$ cat src/rtl/vga_sync_gen.sv
// 640x480@60 Hz VGA raster generator: pixel counters, active-low syncs, display enable
// and a completed-frame counter. Every output is registered off the same next position.
module vga_sync_gen #(
  parameter int unsigned H_VISIBLE = 640,
  parameter int unsigned H_FRONT   = 16,
  parameter int unsigned H_SYNC    = 96,
  parameter int unsigned H_BACK    = 48,
  parameter int unsigned V_VISIBLE = 480,
  parameter int unsigned V_FRONT   = 10,
  parameter int unsigned V_SYNC    = 2,
  parameter int unsigned V_BACK    = 33
) (
  input  logic        clk,
  input  logic        rst,
  input  logic        en,
  output logic [9:0]  x,
  output logic [9:0]  y,
  output logic        hsync,
  output logic        vsync,
  output logic        display_on,
  output logic        line_start,
  output logic        frame_start,
  output logic [15:0] frame_count
);

  localparam int unsigned H_TOTAL  = H_VISIBLE + H_FRONT + H_SYNC + H_BACK;
  localparam int unsigned V_TOTAL  = V_VISIBLE + V_FRONT + V_SYNC + V_BACK;
  localparam int unsigned HS_START = H_VISIBLE + H_FRONT;
  localparam int unsigned HS_END   = HS_START + H_SYNC;
  localparam int unsigned VS_START = V_VISIBLE + V_FRONT;
  localparam int unsigned VS_END   = VS_START + V_SYNC;
  localparam logic [9:0]  HLast    = 10'(H_TOTAL - 1);
  localparam logic [9:0]  VLast    = 10'(V_TOTAL - 1);

  if (H_TOTAL > 1024 || V_TOTAL > 1024) begin : gen_bad_totals
    $error("vga_sync_gen: H_TOTAL and V_TOTAL must not exceed 1024");
  end

  logic [9:0]  x_q, x_d, y_q, y_d;
  logic [15:0] frame_count_q, frame_count_d;
  logic        hsync_q, hsync_d, vsync_q, vsync_d;
  logic        display_on_q, display_on_d;
  logic        line_start_q, line_start_d, frame_start_q, frame_start_d;

  always_comb begin
    x_d           = x_q + 10'd1;
    y_d           = y_q;
    frame_count_d = frame_count_q;
    if (x_q == HLast) begin
      x_d = '0;
      if (y_q == VLast) begin
        y_d           = '0;
        frame_count_d = frame_count_q + 16'd1;
      end else begin
        y_d = y_q + 10'd1;
      end
    end
  end

  // Decode the position being entered so the flags land on the same edge as x/y.
  always_comb begin
    hsync_d       = !((32'(x_d) >= HS_START) && (32'(x_d) < HS_END));
    vsync_d       = !((32'(y_d) >= VS_START) && (32'(y_d) < VS_END));
    display_on_d  = (32'(x_d) < H_VISIBLE) && (32'(y_d) < V_VISIBLE);
    line_start_d  = (x_d == '0);
    frame_start_d = (x_d == '0) && (y_d == '0);
  end

  always_ff @(posedge clk or posedge rst) begin
    if (rst) begin
      x_q           <= '0;
      y_q           <= '0;
      frame_count_q <= '0;
      hsync_q       <= 1'b1;
      vsync_q       <= 1'b1;
      display_on_q  <= 1'b1;
      line_start_q  <= 1'b1;
      frame_start_q <= 1'b1;
    end else if (en) begin
      x_q           <= x_d;
      y_q           <= y_d;
      frame_count_q <= frame_count_d;
      hsync_q       <= hsync_d;
      vsync_q       <= vsync_d;
      display_on_q  <= display_on_d;
      line_start_q  <= line_start_d;
      frame_start_q <= frame_start_d;
    end
  end

  assign x           = x_q;
  assign y           = y_q;
  assign hsync       = hsync_q;
  assign vsync       = vsync_q;
  assign display_on  = display_on_q;
  assign line_start  = line_start_q;
  assign frame_start = frame_start_q;
  assign frame_count = frame_count_q;

endmodule

$ cat config.mk
export PLATFORM = sky130hd
export DESIGN_NAME = vga_sync_gen
export DESIGN_NICKNAME = d
export VERILOG_FILES = /design/src/rtl/vga_sync_gen.sv
export SDC_FILE = /design/constraint.sdc
export NUM_CORES = 1
export LEC_CHECK = 0
export ABC_AREA = 1
export CAP_MARGIN = 15
export CORE_UTILIZATION = 34
export DETAILED_ROUTE_END_ITERATION = 7
export PLACE_DENSITY = 0.56
export SLEW_MARGIN = 10
export SYNTH_ARGS = -nofsm -noshare
export SYNTH_HDL_FRONTEND = slang
export SYNTH_SLANG_ARGS = --single-unit
$ cat constraint.sdc
create_clock -name clk -period 1.55 [get_ports clk]
set_input_delay 0.31 -clock clk [delete_from_list [all_inputs] [get_ports clk]]
set_output_delay 0.31 -clock clk [all_outputs]
set_load 0.02 [all_outputs]
==> out/results.txt <==
TritonCTS clock tree -> done
worst-path fanout max -> 3
routability cong. -> 0.939
Pwr Density -> 989 nW/um2
Die X-Extent -> 90.4 um
I/O Buffers -> 43
Fin Clk Skew -> 8.10 ps
Yosys top cell area share -> 33.9%
worst slack, placed -> -233 ps
number of max-cap violations -> 0
Seq. cell area -> 1040 um2
DRT antenna net count -> 0
largest net degree at the start of global routing -> 42
Startpoint Class -> flip-flop
R2R Path Start -> x[0]
Layout Area Growth over Synthesis -> 55.8%
via count -> 2871
Vias/cell -> 4.82
final WL -> 7640 um
average wire per standard cell -> 12.8 um
H-tree depth -> 2
core area -> 7410 um2
commonest non-fill, non-tap cell in the layout -> nand2_1
Syn Inst Count -> 371
Syn Area/Cell -> 7.16 um2
IO Pins -> 44
final hold vios -> 0
kind of critical path -> flip-flop to flip-flop
Die Y -> 90.4 um
sequential area share after synthesis -> 38.8%
status -> complete, but fails checks
GRT Resource Usage Total -> 19.0%
Post-Place Cell Area -> 3770 um2
Lkg Pwr -> 2.01 nW
Synth Cell Area -> 2660 um2
Iteration-0 DRC Markers -> 78
Hold Path Class -> input pin to asynchronous set/reset pin
clock sinks -> 41
R2R Path End -> frame_start
Net Count, Synth -> 378
Final Cycle Share -> 114%
number of synthesized register bits -> 41
synth unique cells -> 32
VDD IR-drop max -> 408 uV
Critical Path Sink -> frame_start
clk slew on worst S/H paths -> 90 ps
cell depth of the worst flop-to-flop path -> 14
antenna cells -> 0
slew of the pin with the lowest slew margin -> 304 ps
Worst Path Required -> 1790 ps
R2R setup slack -> -220 ps
Max Slew Vio Count -> 0
Synth area leaders -> dfrtp_1, nand2_1, inv_1
Hold Buf Count CTS -> 0
RSZ-0062 raised after global routing -> true
final setup vio count -> 23
TritonCTS buffer count -> 5
DRC violations left -> 0
Achievable Freq -> 0.564 GHz
gr ovfl total -> 0
Max Root-Sink Buffers -> 2
# rows -> 31
Initial DRT Pass Iterations -> 4
EDFF count, synth -> 0
initial antenna violation count -> 0
first-pass GRT wire length -> 12700 um
Slew headroom -> 79.7%
most frequent cells in the layout -> nand2_1, buf_4, inv_1
Tmin final -> 1770 ps
Arr. time, crit path -> 2010 ps
die area -> 8170 um2
failing checks -> negative setup slack
fraction of layout cells with a size suffix above 1 -> 35.6%
Clock Latency Late Sink -> 300 ps
Root Driver -> clkbuf_8
Multi-input gate area -> 1650 um2
Most used DFF post-synth -> dfrtp_1
setup ws final -> -222 ps
CP Launch Point -> x[0]
Yosys warning count -> 0
CP Capture Type -> flip-flop
FFs w/ async S/R, synth -> 100%
Synth area leader -> dfrtp_1
vias in the first global route -> 2764
Final Cell Area -> 4140 um2
Starting Density -> 35.9%
Fillers -> 725
DPL Wire Length -> 5640 um
Final nets -> 503
[through the flow]
step	util (%)	setup TNS [ps]	power [mW]	std cells	hold slack (ps)
after floorplan	-	-768	2.23	371	501
after global placement	50.9	-3360	3.11	577	464
after detailed placement	50.9	-3770	3.13	577	465
after CTS	53.1	-2650	3.95	590	374
after global routing	55.9	-5610	4.36	596	413
final	55.9	-2660	4.09	596	369
[logic make-up (layout without fill, tap and decap cells)]
| family | after synthesis | after routing | synth area share, % |
|---|---|---|---|
| adder cells (fa/ha/maj) | 4 | 4 | 1.88 |
| flip-flops | 41 | 41 | 38.8 |
| multiplexers | 1 | 1 | 0.424 |
| XOR/XNOR | 18 | 18 | 5.93 |
| buffers and inverters | 54 | 180 | 8.29 |
| AND/OR/NAND/NOR | 217 | 217 | 37.4 |
| AO/OA/AOI/OAI | 36 | 36 | 7.20 |
[cell type report]
class                           instances  area share [%]
Clock buffer                            7            2.33
Clock inverter                          1           0.212
Inverter                               47            4.26
Multi-Input combinational cell        276            39.8
Sequential cell                        41            25.1
Tap cell                               99            2.99
Timing Repair Buffer                  125            25.2
[cells in the mapped netlist, types with 3 or more instances]
master / instances
nor3_1: 8
nor2_1: 45
nor2_4: 4
xor2_1: 17
ha_1: 4
nand4_1: 7
clkbuf_1: 3
inv_1: 46
dfrtp_1: 36
dfstp_2: 5
o21ai_0: 27
a21oi_1: 4
nand3_1: 34
nand2_1: 108
[state kept, by name, indices dropped and copies added, names as in the netlist]
| name | flops |
|---|---|
| display_on | 1 |
| vsync | 1 |
| hsync | 1 |
| frame_count | 16 |
| line_start | 1 |
| frame_start | 1 |
| y | 10 |
| x | 10 |
[report_power, final]
| part | switching [mW] | internal [mW] |
|---|---|---|
| clock | 0.415 | 0.412 |
| combinational | 1.02 | 0.871 |
| sequential | 0.157 | 1.22 |
| total | 1.59 | 2.50 |
[routing by layer]
| metal | GRT usage (%) | vias to the layer above | wire length (um) |
|---|---|---|---|
| met4 | 5.91 | 0 | 114 |
| met2 | 31.2 | 71 | 3640 |
| li1 | - | 1432 | - |
| met3 | 3.37 | 12 | 336 |
| met5 | 0 | - | 0 |
| met1 | 25.5 | 1356 | 3560 |
[critical path: stages, from the launching register on]
cell and delay, ps:
dfrtp_2 440, ha_4 170, nand2_4 100, nor2_4 60, buf_4 130, buf_6 100
nand2_1 50, nand2_1 60, nand3_2 80, nand2_2 60, nor2_1 120, nand2_1 90
nor2_1 100, nand3_1 80, nand2_1 70
[repair_timing]
item / 4_1_cts / 5_1_grt
endpoints found under the hold margin: 0 / 0
gates resized for setup: 80 / 61
setup endpoints to repair: 70 / 40
buffers inserted: 5 / 6
pin swaps: 16 / 12
[how the worst min path moves through the flow]
| stage | slack, ps | from | cells past startpoint | end |
|---|---|---|---|---|
| 3_5_place_dp | 460 | frame_start | 2 | frame_start |
| 2_1_floorplan | 500 | frame_start | 2 | frame_start |
| 5_1_grt | 410 | rst | 3 | x[2] |
| 6_report | 370 | rst | 3 | x[2] |
| 4_1_cts | 370 | rst | 3 | frame_count[6] |
| 3_3_place_gp | 460 | display_on | 2 | display_on |
Note: power is estimated with default switching activity, not from simulation.
